==> config.mk <==
export PLATFORM = sky130hd
export DESIGN_NAME = seg_scan
export DESIGN_NICKNAME = d
export VERILOG_FILES = /design/src/rtl/seg_pkg.sv /design/src/rtl/seg_hex_decode.sv /design/src/rtl/seg_scan.sv
export SDC_FILE = /design/constraint.sdc
export NUM_CORES = 1
export LEC_CHECK = 0
export CAP_MARGIN = 25
export CORE_ASPECT_RATIO = 1.1
export CORE_UTILIZATION = 45
export DETAILED_ROUTE_END_ITERATION = 16
export GPL_ROUTABILITY_DRIVEN = 0
export PLACE_DENSITY = 0.79
export RECOVER_POWER = 25
export SYNTH_ARGS = -nofsm -noshare
export SYNTH_HDL_FRONTEND = slang
export SYNTH_SLANG_ARGS = --single-unit
==> constraint.sdc <==
create_clock -name clk -period 3.6 [get_ports clk]
set_input_delay 0.72 -clock clk [delete_from_list [all_inputs] [get_ports clk]]
set_output_delay 0.72 -clock clk [all_outputs]
set_load 0.03 [all_outputs]
==> src/rtl/seg_pkg.sv <==
// Shared definitions for the 7-segment display path: hex segment table,
// the blank pattern and the scan state type.
package seg_pkg;

  // All segments off (active-low)
  localparam logic [6:0] SEG_BLANK = 7'h7F;

  // Active-low {g,f,e,d,c,b,a} patterns, index = hex nibble (entry 15 first)
  localparam logic [15:0][6:0] HEX_SEG = {
    7'h0E, 7'h06, 7'h21, 7'h46, 7'h03, 7'h08, 7'h10, 7'h00,
    7'h78, 7'h02, 7'h12, 7'h19, 7'h30, 7'h24, 7'h79, 7'h40
  };

  // BLANK: anodes held off after a digit change; DRIVE: digit lit until next tick
  typedef enum logic {
    BLANK = 1'b0,
    DRIVE = 1'b1
  } scan_state_t;

endpackage

==> src/rtl/seg_hex_decode.sv <==
// Combinational nibble to active-low 7-segment pattern.
module seg_hex_decode
  import seg_pkg::*;
(
  input  logic [3:0] nib,
  output logic [6:0] seg
);

  // Table lookup; shared with the score displays
  always_comb begin
    seg = HEX_SEG[nib];
  end

endmodule

==> src/rtl/seg_scan.sv <==
// 4-digit common-anode display scanner driven by the divider's segclk.
// Each segclk rise advances one digit, blanks all anodes for a few clk
// cycles to avoid ghosting, and a new frame snapshot is taken on wrap to 0.
module seg_scan
  import seg_pkg::*;
#(
  parameter int NUM_DIGITS   = 4,
  parameter int BLANK_CYCLES = 4,
  parameter int LZ_SUPPRESS  = 1
) (
  input  logic                    clk,
  input  logic                    clr_n,
  input  logic                    segclk,
  input  logic [4*NUM_DIGITS-1:0] value,
  input  logic [NUM_DIGITS-1:0]   digit_en,
  input  logic [NUM_DIGITS-1:0]   dp_in,
  output logic [6:0]              seg,
  output logic                    dp,
  output logic [NUM_DIGITS-1:0]   an,
  output logic                    frame_start
);

  localparam int VW = 4 * NUM_DIGITS;
  localparam int IW = (NUM_DIGITS > 1) ? $clog2(NUM_DIGITS) : 1;
  localparam logic [7:0] BLANK_INIT = 8'(BLANK_CYCLES - 1);
  localparam logic [IW-1:0] LAST_IDX = IW'(NUM_DIGITS - 1);

  logic s1, s2, s3;
  logic tick;

  scan_state_t state, state_next;
  logic [IW-1:0] idx, idx_next, idx_wrap;
  logic [7:0] cnt, cnt_next;
  logic [NUM_DIGITS-1:0] an_next;
  logic [6:0] seg_next;
  logic dp_next;
  logic fs_next;

  logic [VW-1:0] frame_val;
  logic [NUM_DIGITS-1:0] frame_en;
  logic [NUM_DIGITS-1:0] frame_dp;

  logic capture;
  logic [VW-1:0] src_val;
  logic [NUM_DIGITS-1:0] src_en;
  logic [NUM_DIGITS-1:0] src_dp;
  logic [3:0] dec_nib;
  logic [6:0] dec_seg;
  logic tick_vis;
  logic cur_vis;

  // A digit is visible when enabled and, with suppression, it is digit 0
  // or some nibble at or above it is nonzero
  function automatic logic digit_visible(input logic [VW-1:0] v,
                                         input logic [NUM_DIGITS-1:0] en,
                                         input logic [IW-1:0] i);
    logic any_nz;
    any_nz = 1'b0;
    for (int k = 0; k < NUM_DIGITS; k++) begin
      if (k >= int'(i) && v[4*k +: 4] != 4'h0) any_nz = 1'b1;
    end
    return en[i] && (LZ_SUPPRESS == 0 || i == '0 || any_nz);
  endfunction

  function automatic logic [3:0] nibble_at(input logic [VW-1:0] v,
                                           input logic [IW-1:0] i);
    logic [3:0] n;
    n = 4'h0;
    for (int k = 0; k < NUM_DIGITS; k++) begin
      if (k == int'(i)) n = v[4*k +: 4];
    end
    return n;
  endfunction

  // Two-flop synchronizer plus history flop for rising-edge detection
  always_ff @(posedge clk) begin
    if (!clr_n) begin
      s1 <= 1'b0;
      s2 <= 1'b0;
      s3 <= 1'b0;
    end else begin
      s1 <= segclk;
      s2 <= s1;
      s3 <= s2;
    end
  end

  assign tick = s2 & ~s3;

  // Next digit index and the data it decodes from (fresh inputs on wrap)
  always_comb begin
    idx_wrap = (idx == LAST_IDX) ? '0 : idx + 1'b1;
    capture  = tick && (idx_wrap == '0);
    src_val  = capture ? value    : frame_val;
    src_en   = capture ? digit_en : frame_en;
    src_dp   = capture ? dp_in    : frame_dp;
    dec_nib  = nibble_at(src_val, idx_wrap);
    tick_vis = digit_visible(src_val, src_en, idx_wrap);
    cur_vis  = digit_visible(frame_val, frame_en, idx);
  end

  seg_hex_decode u_dec (
    .nib (dec_nib),
    .seg (dec_seg)
  );

  // Scan state register
  always_ff @(posedge clk) begin
    if (!clr_n) state <= BLANK;
    else        state <= state_next;
  end

  // A tick always restarts blanking; blanking ends when the counter expires
  always_comb begin
    state_next = state;
    if (tick) begin
      state_next = BLANK;
    end else if (state == BLANK && cnt == 8'd0) begin
      state_next = DRIVE;
    end
  end

  // Next values for index, blank counter and display pins
  always_comb begin
    idx_next = idx;
    cnt_next = cnt;
    an_next  = an;
    seg_next = seg;
    dp_next  = dp;
    fs_next  = 1'b0;
    if (tick) begin
      idx_next = idx_wrap;
      cnt_next = BLANK_INIT;
      an_next  = '1;
      seg_next = tick_vis ? dec_seg : SEG_BLANK;
      dp_next  = tick_vis ? ~src_dp[idx_wrap] : 1'b1;
      fs_next  = capture;
    end else if (state == BLANK) begin
      if (cnt == 8'd0) begin
        an_next = cur_vis ? ~(NUM_DIGITS'(1) << idx) : '1;
      end else begin
        cnt_next = cnt - 8'd1;
      end
    end
  end

  // Datapath and output registers
  always_ff @(posedge clk) begin
    if (!clr_n) begin
      idx         <= '0;
      cnt         <= BLANK_INIT;
      an          <= '1;
      seg         <= SEG_BLANK;
      dp          <= 1'b1;
      frame_start <= 1'b0;
    end else begin
      idx         <= idx_next;
      cnt         <= cnt_next;
      an          <= an_next;
      seg         <= seg_next;
      dp          <= dp_next;
      frame_start <= fs_next;
    end
  end

  // Frame snapshot, taken only when the scan wraps back to digit 0
  always_ff @(posedge clk) begin
    if (!clr_n) begin
      frame_val <= '0;
      frame_en  <= '0;
      frame_dp  <= '0;
    end else if (capture) begin
      frame_val <= value;
      frame_en  <= digit_en;
      frame_dp  <= dp_in;
    end
  end

endmodule

# Word level (Yosys, flattened, before mapping)
# Memory sizes are Yosys's and may differ from the RTL's.
# Cells that the tools add are included.
[word_totals]
ff_bits = 51
inputBits = 27
mem_bits_ro = 112
latch_bits = 0
output_inout_bits = 13
ramBits = 0
mem_count = 1
wordCells = 91
[memory_table]
columns = ["name", "words", "width", "rd", "rd_clocked_by_memory_dff", "write_ports", "line", "rtl"]
rows = [
  ["(name not given)", 16, 7, 1, 0, 0, "seg_hex_decode.sv:11", "seg = HEX_SEG[nib];"],
]
[op_classes]
mux = 26
order_cmp = 9
multipliers = 0
eq_ne = 4
addsub = 2
n_shift = 1
bitwise_logic = 7
div_mod_pow = 0
n_reduce_logical = 28
[ops]
columns = ["operator", "count"]
rows = [
  ["nonzero test 4 bit", 8],
  ["two-way mux 4 bit", 7],
  ["two-way mux 16 bit", 1],
  ["two-way mux 7 bit", 2],
  ["two-way mux 1 bit", 12],
  ["logical AND 1 bit", 10],
  ["greater-or-equal comparator 1 x 2 -> 1 bit (first input constant)", 4],
  ["zero test 8 bit", 1],
  ["subtractor 8 x 1 -> 8 bit (second input constant)", 1],
  ["binary-select mux 1 bit (select 2 bit)", 3],
  ["zero test 2 bit", 3],
  ["less-than comparator 2 x 3 -> 1 bit (second input constant)", 2],
  ["AND reduction 2 bit", 3],
  ["less-than comparator 4 x 5 -> 1 bit (second input constant)", 1],
  ["inverter 1 bit", 5],
  ["== test 2 bit (first input constant)", 2],
  ["greater-or-equal comparator 2 bit (first input constant)", 2],
  ["inverter 4 bit", 1],
  ["<< shifter 1 x 2 -> 4 bit (first input constant)", 1],
  ["adder 2 x 1 -> 2 bit (second input constant)", 1],
  ["== test 1 x 2 -> 1 bit (first input constant)", 1],
  ["== test 2 bit (second input constant)", 1],
  ["logical OR 1 bit", 2],
  ["two-way mux 2 bit", 1],
  ["2 further kinds", 2],
]

# Longest topological paths before layout
# Gate-level depths: netlist of the first run.
[depth]
depth_word = 14
mapped_depth = 16
depth_no_buf = 14

# By module
# From an unflattened synthesis of the first run, not the netlist that was laid out.
[unflattened]
hier_cells = 289
hier_area_um2 = 2718.9
[modules_own_cells]
columns = ["module", "instances", "seq_area_each_um2", "area_per_inst_um2", "cells_per_inst"]
rows = [
  ["seg_scan", 1, 1021.0, 2443.6, 257],
  ["seg_hex_decode", 1, 0.0, 275.3, 32],
]

# Worst setup path before layout of the first run
# No wires, ideal clock.
[synth_path]
path_type = "register -> register"
start = "reg idx[0]"
end = "reg seg[0]"
setup_ns = 0.121
t_required_ns = 3.479
setup_slack_ns = 0.787
period_less_slack_ns = 2.813
arrival_ns = 2.692
path_stages_with_launch = 15
path_buffers = 1
path_cell_list = "dfxtp_1 > ha_1 > and3b_4 > buf_12 > mux2_4 > a221o_1 > a2bb2oi_4 > inv_1 > ha_1 > inv_1 > nand2_1 > o21ai_0 > a221oi_1 > a31oi_1 > o21ai_1"
[synth_between]
elab_chain_len = 14
word_cells_on_any_way = 36
cone_classes = "add/sub (1); order compare (3); eq/ne (4); mux (15); reduce/logical (12); memory (1)"
[synth_lines]
columns = ["element", "line", "rtl"]
rows = [
  ["from (decl)", "seg_scan.sv:32", "logic [IW-1:0] idx, idx_next, idx_wrap;"],
  ["from (signal assigned)", "seg_scan.sv:157", "idx <= idx_next;"],
  ["adder 2 x 1 -> 2 bit / == test 2 bit (equally long branches)", "seg_scan.sv:92", "idx_wrap = (idx == LAST_IDX) ? '0 : idx + 1'b1;"],
  ["two-way mux 2 bit *", "seg_scan.sv:92", ""],
  ["parallel branches: the longest is 11 deep, another holds memory read (16 x 7 bit)", "-", ""],
  ["two-way mux 7 bit *", "seg_scan.sv:135", "seg_next = tick_vis ? dec_seg : SEG_BLANK;"],
  ["to (signal assigned)", "seg_scan.sv:160", "seg <= seg_next;"],
  ["to (decl)", "seg_scan.sv:17", "output logic [6:0] seg,"],
]
# Mark *: on every way between the ends. The select of a mux whose other input is x is not followed.
# A chain may end at the register's enable or synchronous reset.

# Worst setup path after layout of the first run
# Same ends and word-level chain as after synthesis.

==> run summary, run 1 <==
status -> complete, no violations
IO Pins -> 40
Max-Cap Viols -> 0
chip width -> 75.99 µm
Filler Cell Count -> 548
Overflow after GRT -> 0
fin nets -> 375
WL/cell -> 13.41 µm
power per cell area -> 337.3 nW/µm²
YS warnings -> 0
Syn Area/Cell -> 9.064 µm²
critical path startpoint category -> register
first drt pass iteration count -> 4
Skew-Pair Late Insertion Delay -> 0.31 ns
CP arrival -> 3.33 ns
Initial Utilization -> 0.4668
Worst Tran Pin Value -> 0.8507 ns
main flop type after synthesis -> dfxtp_1
dpl ws -> 0.4786 ns
Psw -> 0.2913 mW
Post-synth EDFFs -> 0
largest fanout on the critical path -> 12
RSZ-0062 raised after global routing -> no
Sequential Power Share -> 0.551
Hold Crit Class -> reg -> reg
IR drop worst, VDD -> 0.2004 mV
final worst path period need -> 3.122 ns
relative slew slack -> 0.4328
Fin Setup TNS -> 0 ns
cts hold-fix bufs -> 0
CTS Buf Count -> 5
FF-to-FF setup slack -> 0.48 ns
setup bufs post-CTS -> 0
switch share -> 0.2685
final std cells w/o fill -> 413
initial drt markers -> 134
vias per cell -> 5.276
Num Clock Sinks -> 51
Worst-path clk slew -> 0.10 ns
core area -> 5806 µm²
Total GRT Usage -> 0.1869
share of layout cells above drive strength 1 -> 0.08333
Worst EP required -> 3.81 ns
vias in the first global route -> 2,118
num rows -> 29
placed cell count -> 405
first-pass GRT wire length -> 9549 µm
Yosys reg bits -> 51
antenna cells -> 0
Buffers on Ports -> 39
design internal power -> 0.7938 mW
sequential share of the synthesized area -> 0.3767
Routed WL -> 5540 µm
Slew Limit Fails -> 0
total power -> 1.085 mW
CP Capture Type -> register
syn nets -> 339
Achievable Freq -> 0.3203 GHz
Antenna Violating Nets Remaining -> 0
initial antenna violation count -> 0
via count -> 2,179
DRC -> 0
Yosys cell types -> 55
Syn Inst Count -> 299
largest net degree at the start of global routing -> 34
Area growth, synth to finish -> 18.70%
Die Area -> 6337 µm²
cts repair resizes -> 0
CTS tree -> yes
CTS Buffer Depth -> 2
fraction of registers with async set/reset -> 0
CTS root buf -> clkbuf_8
skew final -> 0.01101 ns
H-tree Lvls -> 2
Leak -> 1.200 nW
Gate power share -> 0.143
chip height -> 83.39 µm
WS Path Type -> reg -> reg
area of the mapped netlist -> 2710 µm²
Final setup violation count -> 0
fin crit share -> 0.8673
Detail Placement HPWL -> 4214 µm
Final Hold Viols -> 0
clock share of power -> 0.306
Worst Slack Setup Final -> 0.4777 ns
## flip-flops by register name, indices dropped and copies added (netlist names), 2 cells and up
| register | cells |
|---|---|
| seg | 7 |
| idx | 2 |
| an | 4 |
| frame_val | 16 |
| frame_dp | 4 |
| cnt | 8 |
| frame_en | 4 |
## worst paths after layout
| check | start | end | depth (start not counted) |
|---|---|---|---|
| setup / recovery | idx[0] | seg[0] | 13 |
| setup reg to reg | idx[0] | seg[0] | 13 |
| hold reg to reg | s1 | s2 | 1 |
| hold / removal | s1 | s2 | 1 |
## synth_stat cells (2+ instances only)
cell,count,area [µm²]
inv_1,13,48.80
mux2_1,2,22.52
ha_1,13,162.7
nand2_1,46,172.7
or3_1,3,18.77
nor2_1,20,75.07
buf_4,2,15.01
mux4_2,5,112.6
and3_1,2,12.51
nand2b_1,2,12.51
a31oi_1,5,31.28
nor4_1,4,25.02
nand3_1,6,30.03
a21o_1,2,15.01
o21ai_0,12,60.06
mux2i_1,16,160.2
o211ai_1,3,22.52
buf_2,2,10.01
clkbuf_1,6,22.52
nor2b_1,12,75.07
o21ai_1,3,15.01
o31ai_2,2,25.02
a21oi_1,12,60.06
o22ai_1,3,18.77
a21boi_0,14,105.1
nor3_1,3,15.01
and2_1,6,37.54
xnor2_1,3,26.28
dfxtp_1,51,1021
## cells in the final DEF, fill, tap and decap left out, types with 2 or more instances in the layout
master           count
clkdlybuf4s50_1     38
a21o_1               2
nand3_1              6
mux2i_1             16
buf_4                2
o31ai_2              2
xnor2_1              3
o21ai_1              3
a31oi_1              5
o21ai_0             12
a21oi_1             12
mux4_2               5
dfxtp_1             51
and3_1               2
nor2_1              20
clkbuf_8             5
inv_1               13
and2_1               6
o211ai_1             3
nor2b_1             12
nand2_1             46
clkinvlp_4           2
ha_1                13
or3_1                3
nor3_1               3
a21boi_0            14
o22ai_1              3
mux2_1               3
nor4_1               4
nand2b_1             2
## cell families (layout without fill, tap and decap cells)
logic type                 Yosys count  after routing  share of synthesized area
AOI/OAI and AO/OA                   68             68                     0.1828
muxes                               25             25                     0.1186
xor gates and xnor gates             4              4                    0.01293
buffers and inverters               26             63                    0.04894
adders and majority gates           13             13                    0.06002
and+or+nand+nor                    112            112                     0.1999
DFF                                 51             51                     0.3767
## worst max-delay path, cell delays in order, from the launching register on
cell and delay, ns:
dfxtp_1 0.46, ha_1 0.28, and3b_4 0.35, mux2_1 0.37
a221o_1 0.39, a2bb2oi_4 0.23, inv_1 0.09, ha_1 0.20
inv_1 0.15, nand2_1 0.07, o21ai_0 0.09, a221oi_1 0.09
a31oi_1 0.18, o21ai_1 0.08
## layer usage
metal | GRT usage | share of wire | wire length (µm)
met1 | 0.2347 | 0.46 | 2551
met2 | 0.3132 | 0.48 | 2668
met3 | 0.03626 | 0.034 | 191
met4 | 0.07692 | 0.023 | 129
met5 | 0 | 0 | 0
## power groups by stage
stage	combinational, mW	sequential (mW)	clock (mW)
after detailed placement	0.154	0.611	0
after global routing	0.173	0.600	0.363
after CTS	0.155	0.598	0.343
after floorplan	0.105	0.607	0
final	0.155	0.598	0.332
after global placement	0.150	0.610	0
## through the flow
step           utilization  instance area (µm²)  hold slack [ns]
3_5_place_dp        0.5401                 3136           0.4235
2_1_floorplan            -                 2710           0.4119
4_1_cts             0.5554                 3224           0.4454
3_3_place_gp        0.5401                 3136           0.4154
5_1_grt             0.5541                 3217           0.4652
6_report            0.5541                 3217           0.4427
## layout make-up
cell class | instances | area [µm²] | share of cell area
clock inverters | 3 | 20.02 | 0.006223
flip-flops and latches | 51 | 1021 | 0.3174
well taps | 77 | 96.34 | 0.02995
repair buffers | 42 | 409.1 | 0.1272
clock buffers | 5 | 68.82 | 0.02139
multi-input cells | 222 | 1553 | 0.4827
inverters | 13 | 48.80 | 0.01517
Power figures use the tool's default switching activity.
==> run 2, diff against run 1 <==
- CORE_MARGIN: unset -> 4
- PLACE_DENSITY: 0.79 -> 0.77
==> run 2 against run 1 <==
- total power up 12%
- hold slack better by 0.0024 ns
- worst setup slack worse by 0.046 ns
- critical path type unchanged
- count of clock-buffer cells in the layout up 1
- largest power group unchanged
- highest routed layer unchanged
==> run summary, run 2 (synthesis gave the netlist of run 1 again) <==
FF-to-FF setup slack -> 0.43 ns (-0.05 ns)
hold_sp -> s1
antenna cells -> 0 (unchanged)
Placed Instance Area -> 3136 µm² (unchanged)
dpl ws -> 0.4505 ns (-0.02802 ns)
core area -> 5806 µm² (unchanged)
Psw -> 0.2814 mW (-3.4%)
fin crit share -> 0.8800 (+0.01268)
Slew Limit Fails -> 0 (unchanged)
WS Path Type -> reg -> reg
cells on worst reg2reg path -> 14 (+1)
storage element area -> 1021 µm² (unchanged)
Die Area -> 7329 µm² (+16%)
Sequential Power Share -> 0.491 (-0.060)
Skew-Pair Late Insertion Delay -> 0.30 ns (about the same)
num rows -> 29 (unchanged)
largest fanout on the critical path -> 12 (unchanged)
CP Cell Sequence -> ha_1 > and3b_4 > mux2i_1 > o22ai_1 > mux2i_1 > mux2i_1 > inv_1 > ha_1 > inv_1 > nand2_1 > o21ai_0 > a221oi_1 > a31oi_1 > o21ai_1
Hold Path Sink -> s2
Detail Placement HPWL -> 4321 µm (+2.5%)
clock share of power -> 0.382 (+0.076)
Num Clock Sinks -> 51 (unchanged)
via count -> 2,177 (-0.092%)
first-pass GRT wire length -> 9377 µm (-1.8%)
vias in the first global route -> 2,049 (-3.3%)
placed cell count -> 405 (unchanged)
reg-to-reg critical path startpoint -> idx[1]
H-tree Lvls -> 2 (unchanged)
chip width -> 81.99 µm (+7.9%)
commonest non-fill, non-tap cell in the layout -> dfxtp_1
RSZ-0062 raised after global routing -> no
CTS root buf -> clkbuf_8
final std cells w/o fill -> 413 (unchanged)
fin area -> 3264 µm² (+1.5%)
fin nets -> 375 (unchanged)
CTS tree -> yes
Worst Slack Setup Final -> 0.4321 ns (-0.04565 ns)
Area growth, synth to finish -> 20.45%
vias per cell -> 5.271 (about the same)
critical path startpoint category -> register
Routed WL -> 5777 µm (+4.3%)
Worst Tran Pin Value -> 1.065 ns (+0.2143 ns)
Largest Register -> frame_val
Antenna Violating Nets Remaining -> 0 (unchanged)
skew final -> 0.008176 ns (-0.002829 ns)
Hold Path Cell Cnt -> 1 (unchanged)
critical path's slowest cell -> dfxtp_1
area of the multi-input gates -> 1556 µm² (+0.24%)
Final Hold Viols -> 0 (unchanged)
Max-Cap Viols -> 0 (unchanged)
CTS Buf Count -> 5 (unchanged)
number of flip-flops in the largest register -> 16 (unchanged)
Hold Crit Class -> reg -> reg
initial antenna violation count -> 0 (unchanged)
Achievable Freq -> 0.3157 GHz (-1.4%)
Leak -> 1.222 nW (+1.9%)
commonest non-fill, non-tap cells in the layout -> dfxtp_1, nand2_1, clkdlybuf4s50_1, nor2_1, mux2i_1
Setup crit start -> idx[1]
Worst EP required -> 3.79 ns (-0.02 ns)
share of layout cells above drive strength 1 -> 0.08333 (unchanged)
design internal power -> 0.9355 mW (+18%)
cts hold-fix bufs -> 0 (unchanged)
WL/cell -> 13.99 µm (+4.3%)
CP Buf/Inv Count -> 2 (unchanged)
power per cell area -> 372.8 nW/µm² (+11%)
Gate power share -> 0.127 (-0.016)
FF-to-FF End -> seg[0]
switch share -> 0.2312 (-0.03726)
Final setup violation count -> 0 (unchanged)
Fin Setup TNS -> 0 ns (unchanged)
Initial Utilization -> 0.4668 (unchanged)
setup bufs post-CTS -> 0 (unchanged)
CP arrival -> 3.36 ns (+0.03 ns)
final worst path period need -> 3.168 ns (+0.04565 ns)
Filler Cell Count -> 561 (+2.4%)
CP most frequent cell -> mux2i_1
Total GRT Usage -> 0.1629 (-0.02398)
registers with the most flip-flops -> frame_val (16), cnt (8), seg (7)
Crit path max-delay family -> multiplexers
cts repair resizes -> 0 (unchanged)
IR drop worst, VDD -> 0.2848 mV (+42%)
CP Capture Type -> register
initial drt markers -> 114 (-15%)
Overflow after GRT -> 0 (unchanged)
relative slew slack -> 0.2900 (-0.1428)
IO Pins -> 40 (unchanged)
Buffers on Ports -> 39 (unchanged)
chip height -> 89.39 µm (+7.2%)
status -> complete, no violations
first drt pass iteration count -> 4 (unchanged)
Worst-path clk slew -> 0.09 ns (about the same)
largest net degree at the start of global routing -> 33 (-2.9%)
CTS Buffer Depth -> 2 (unchanged)
Largest stage delay, worst path -> 0.47 ns (about the same)
DRC -> 0 (unchanged)
-- run 2: stage by stage --
stage | util | power (mW) | hold slack (ns)
floorplan | - | 0.7119 | 0.4119
global placement | 0.5401 | 0.7603 | 0.4152
detailed placement | 0.5401 | 0.7638 | 0.4238
CTS | 0.5629 | 1.227 | 0.4492
global route | 0.5623 | 1.265 | 0.4624
finish | 0.5623 | 1.217 | 0.4450
-- run 2: power by group through the flow --
stage | registers [mW] | clock network, mW | logic, mW
CTS | 0.598 | 0.475 | 0.154
global route | 0.601 | 0.492 | 0.172
global placement | 0.610 | 0 | 0.150
floorplan | 0.607 | 0 | 0.105
detailed placement | 0.611 | 0 | 0.153
finish | 0.598 | 0.465 | 0.154
-- run 2: worst max path at each step --
stage / end / slack (ns) / cells past startpoint
finish: seg[0] / 0.43 / 14
global route: seg[0] / 0.13 / 14
CTS: seg[0] / 0.46 / 14
detailed placement: seg[0] / 0.45 / 13
global placement: seg[0] / 0.56 / 12
floorplan: seg[0] / 0.79 / 14
-- run 2: cell type report --
cell class              count  share of cell area
multi-input cells         222              0.4768
clock buffers               6             0.02223
flip-flops and latches     51              0.3128
inverters                  13             0.01495
well taps                  77             0.02951
repair buffers             42              0.1253
clock inverters             2             0.01840
-- run 2: routing by layer --
metal	routed length (µm)	track usage	vias to the layer above	part of all wire
met3	208	0.02923	9	0.036
met4	72	0.04230	0	0.012
li1	-	-	1114	-
met5	0	0	-	0
met2	2803	0.2755	44	0.49
met1	2693	0.2136	1010	0.47
-- run 2: worst reg2reg max path, stage by stage, from the launching register on --
cell and delay (ns):
dfxtp_1 0.47, ha_1 0.30, and3b_4 0.37, mux2i_1 0.15
o22ai_1 0.19, mux2i_1 0.13, mux2i_1 0.38, inv_1 0.15
ha_1 0.25, inv_1 0.14, nand2_1 0.06, o21ai_0 0.09
a221oi_1 0.11, a31oi_1 0.19, o21ai_1 0.08
==> run 3, diff against run 2 <==
- CORE_MARGIN: 4 -> 5
==> run 3 against run 2 <==
- first-iteration DRC count rose by 15%
- count of clock-buffer cells in the layout did not move
- worst setup slack improved by 0.090 ns
- global-route usage fell by 1.4 points
- routed wire length fell by 4.7%
- sequential share of layout area rose by 0.14 points
- total power fell by 4.5%
- register-to-register slack improved by 0.09 ns
- via count fell by 0.73%
- largest cell class unchanged
- largest power group unchanged
==> run summary, run 3 (synthesis gave the netlist of run 1 again) <==
status -> complete, no violations
cts repair resizes -> 0 (unchanged)
critical path startpoint category -> register
WL/cell -> 13.33 µm (-4.7%)
Overflow after GRT -> 0 (unchanged)
Met1 Wirelength -> 2576 µm (-4.3%)
CP Capture Type -> register
antenna cells -> 0 (unchanged)
Worst Tran Pin Value -> 1.122 ns (+0.05663 ns)
via count -> 2,161 (-0.73%)
Buffers on Ports -> 39 (unchanged)
Largest Register -> frame_val
chip height -> 91.39 µm (+2.2%)
fin crit share -> 0.8550 (-0.02494)
DRC -> 0 (unchanged)
registers with the most flip-flops -> frame_val (16), cnt (8), seg (7)
Slew Limit Fails -> 0 (unchanged)
fin nets -> 375 (unchanged)
initial drt markers -> 131 (+15%)
CTS root buf -> clkbuf_8
CP arrival -> 3.27 ns (-0.09 ns)
vias in the first global route -> 2,041 (-0.39%)
Worst-path clk slew -> 0.09 ns (about the same)
Skew-Pair Late Insertion Delay -> 0.30 ns (about the same)
WL met2 -> 2617 µm (-6.6%)
fin area -> 3249 µm² (-0.46%)
relative slew slack -> 0.2522 (-0.03775)
FF-to-FF End -> seg[0]
IR drop worst, VDD -> 0.2058 mV (-28%)
setup bufs post-CTS -> 0 (unchanged)
IO Pins -> 40 (unchanged)
wire length on met3 -> 229 µm (+10%)
cts hold-fix bufs -> 0 (unchanged)
number of flip-flops in the largest register -> 16 (unchanged)
Fin Setup TNS -> 0 ns (unchanged)
vias per cell -> 5.232 (-0.73%)
FF-to-FF setup slack -> 0.52 ns (+0.09 ns)
CP Capture Point -> seg[0]
initial antenna violation count -> 0 (unchanged)
Final Hold Viols -> 0 (unchanged)
Die Area -> 7676 µm² (+4.7%)
CTS Buf Count -> 5 (unchanged)
Achievable Freq -> 0.3249 GHz (+2.9%)
Total GRT Usage -> 0.1487 (-0.01415)
final worst path period need -> 3.078 ns (-0.08978 ns)
Max-Cap Viols -> 0 (unchanged)
Placed Instance Area -> 3136 µm² (unchanged)
H-tree Lvls -> 2 (unchanged)
Initial Utilization -> 0.4668 (unchanged)
WS Path Type -> reg -> reg
Final setup violation count -> 0 (unchanged)
Leak -> 1.219 nW (-0.28%)
commonest non-fill, non-tap cell in the layout -> dfxtp_1
Routed WL -> 5507 µm (-4.7%)
first-pass GRT wire length -> 9377 µm (unchanged)
cells on worst reg2reg path -> 13 (-1)
RSZ-0062 raised after global routing -> no
Filler Cell Count -> 536 (-4.5%)
share of layout cells above drive strength 1 -> 0.08631 (+0.002976)
Hold Crit Class -> reg -> reg
core area -> 5806 µm² (unchanged)
commonest non-fill, non-tap cells in the layout -> dfxtp_1, nand2_1, clkdlybuf4s50_1, nor2_1, mux2i_1
num rows -> 29 (unchanged)
Area growth, synth to finish -> 19.90%
CTS Buffer Depth -> 2 (unchanged)
chip width -> 83.99 µm (+2.4%)
Num Clock Sinks -> 51 (unchanged)
Antenna Violating Nets Remaining -> 0 (unchanged)
Detail Placement HPWL -> 4233 µm (-2.1%)
CTS tree -> yes
DR top layer -> met4
reg-to-reg critical path startpoint -> idx[0]
largest net degree at the start of global routing -> 33 (unchanged)
Setup crit start -> idx[0]
Worst EP required -> 3.80 ns (about the same)
largest fanout on the critical path -> 11 (-1)
power per cell area -> 357.6 nW/µm² (-4.1%)
Hold Slack -> 0.4434 ns (-0.001655 ns)
skew final -> 0.005064 ns (-0.003113 ns)
first drt pass iteration count -> 4 (unchanged)
run 3: cell types whose count changed in the layout (fill, tap and decap cells not counted), sizes merged:
cell | before | now
bufinv | 2 | 1
clkinv | 0 | 1
run 3: layer usage:
layer,vias up,track usage
met5,-,0
met4,0,0.04558
met3,8,0.03620
met2,37,0.2520
met1,1008,0.1869
li1,1108,-
run 3: final cells by class:
class | count | area (µm²) | area share
clock inverters | 2 | 35.03 | 0.01078
multi-input cells | 222 | 1556 | 0.4790
repair buffers | 42 | 409.1 | 0.1259
flip-flops and latches | 51 | 1021 | 0.3142
inverters | 13 | 48.80 | 0.01502
well taps | 77 | 96.34 | 0.02965
clock buffers | 6 | 82.58 | 0.02541
run 3: power by group:
group | switching, mW | internal (mW)
sequential | 0.0160 | 0.582
clock | 0.185 | 0.225
combinational | 0.0776 | 0.0758
total | 0.279 | 0.883
run 3: worst min-delay path by stage:
stage               start  endpoint  slack, ns  depth (start not counted)
CTS                    s1        s2       0.45                          1
finish                 s1        s2       0.44                          1
global placement       s1        s2       0.41                          1
global route           s1        s2       0.46                          1
floorplan              s1        s2       0.41                          1
detailed placement     s1        s2       0.43                          1
run 3: critical path, cell delays in order (launching register included):
cell and delay (ns):
dfxtp_1 0.47, ha_1 0.28, and3b_4 0.35, mux2_4 0.33, a221o_1 0.38, a2bb2oi_4 0.23, inv_1 0.09, ha_1 0.20
inv_1 0.14, nand2_1 0.07, o21ai_0 0.09, a221oi_1 0.10, a31oi_1 0.17, o21ai_1 0.07
run 3: metrics by stage:
stage	setup WS, ns	utilization	power (mW)	std cells
3_3_place_gp	0.5729	0.5401	0.7599	405
4_1_cts	0.4941	0.5603	1.175	413
3_5_place_dp	0.5058	0.5401	0.7650	405
2_1_floorplan	0.7875	-	0.7119	299
5_1_grt	0.2783	0.5597	1.219	413
6_report	0.5218	0.5597	1.162	413
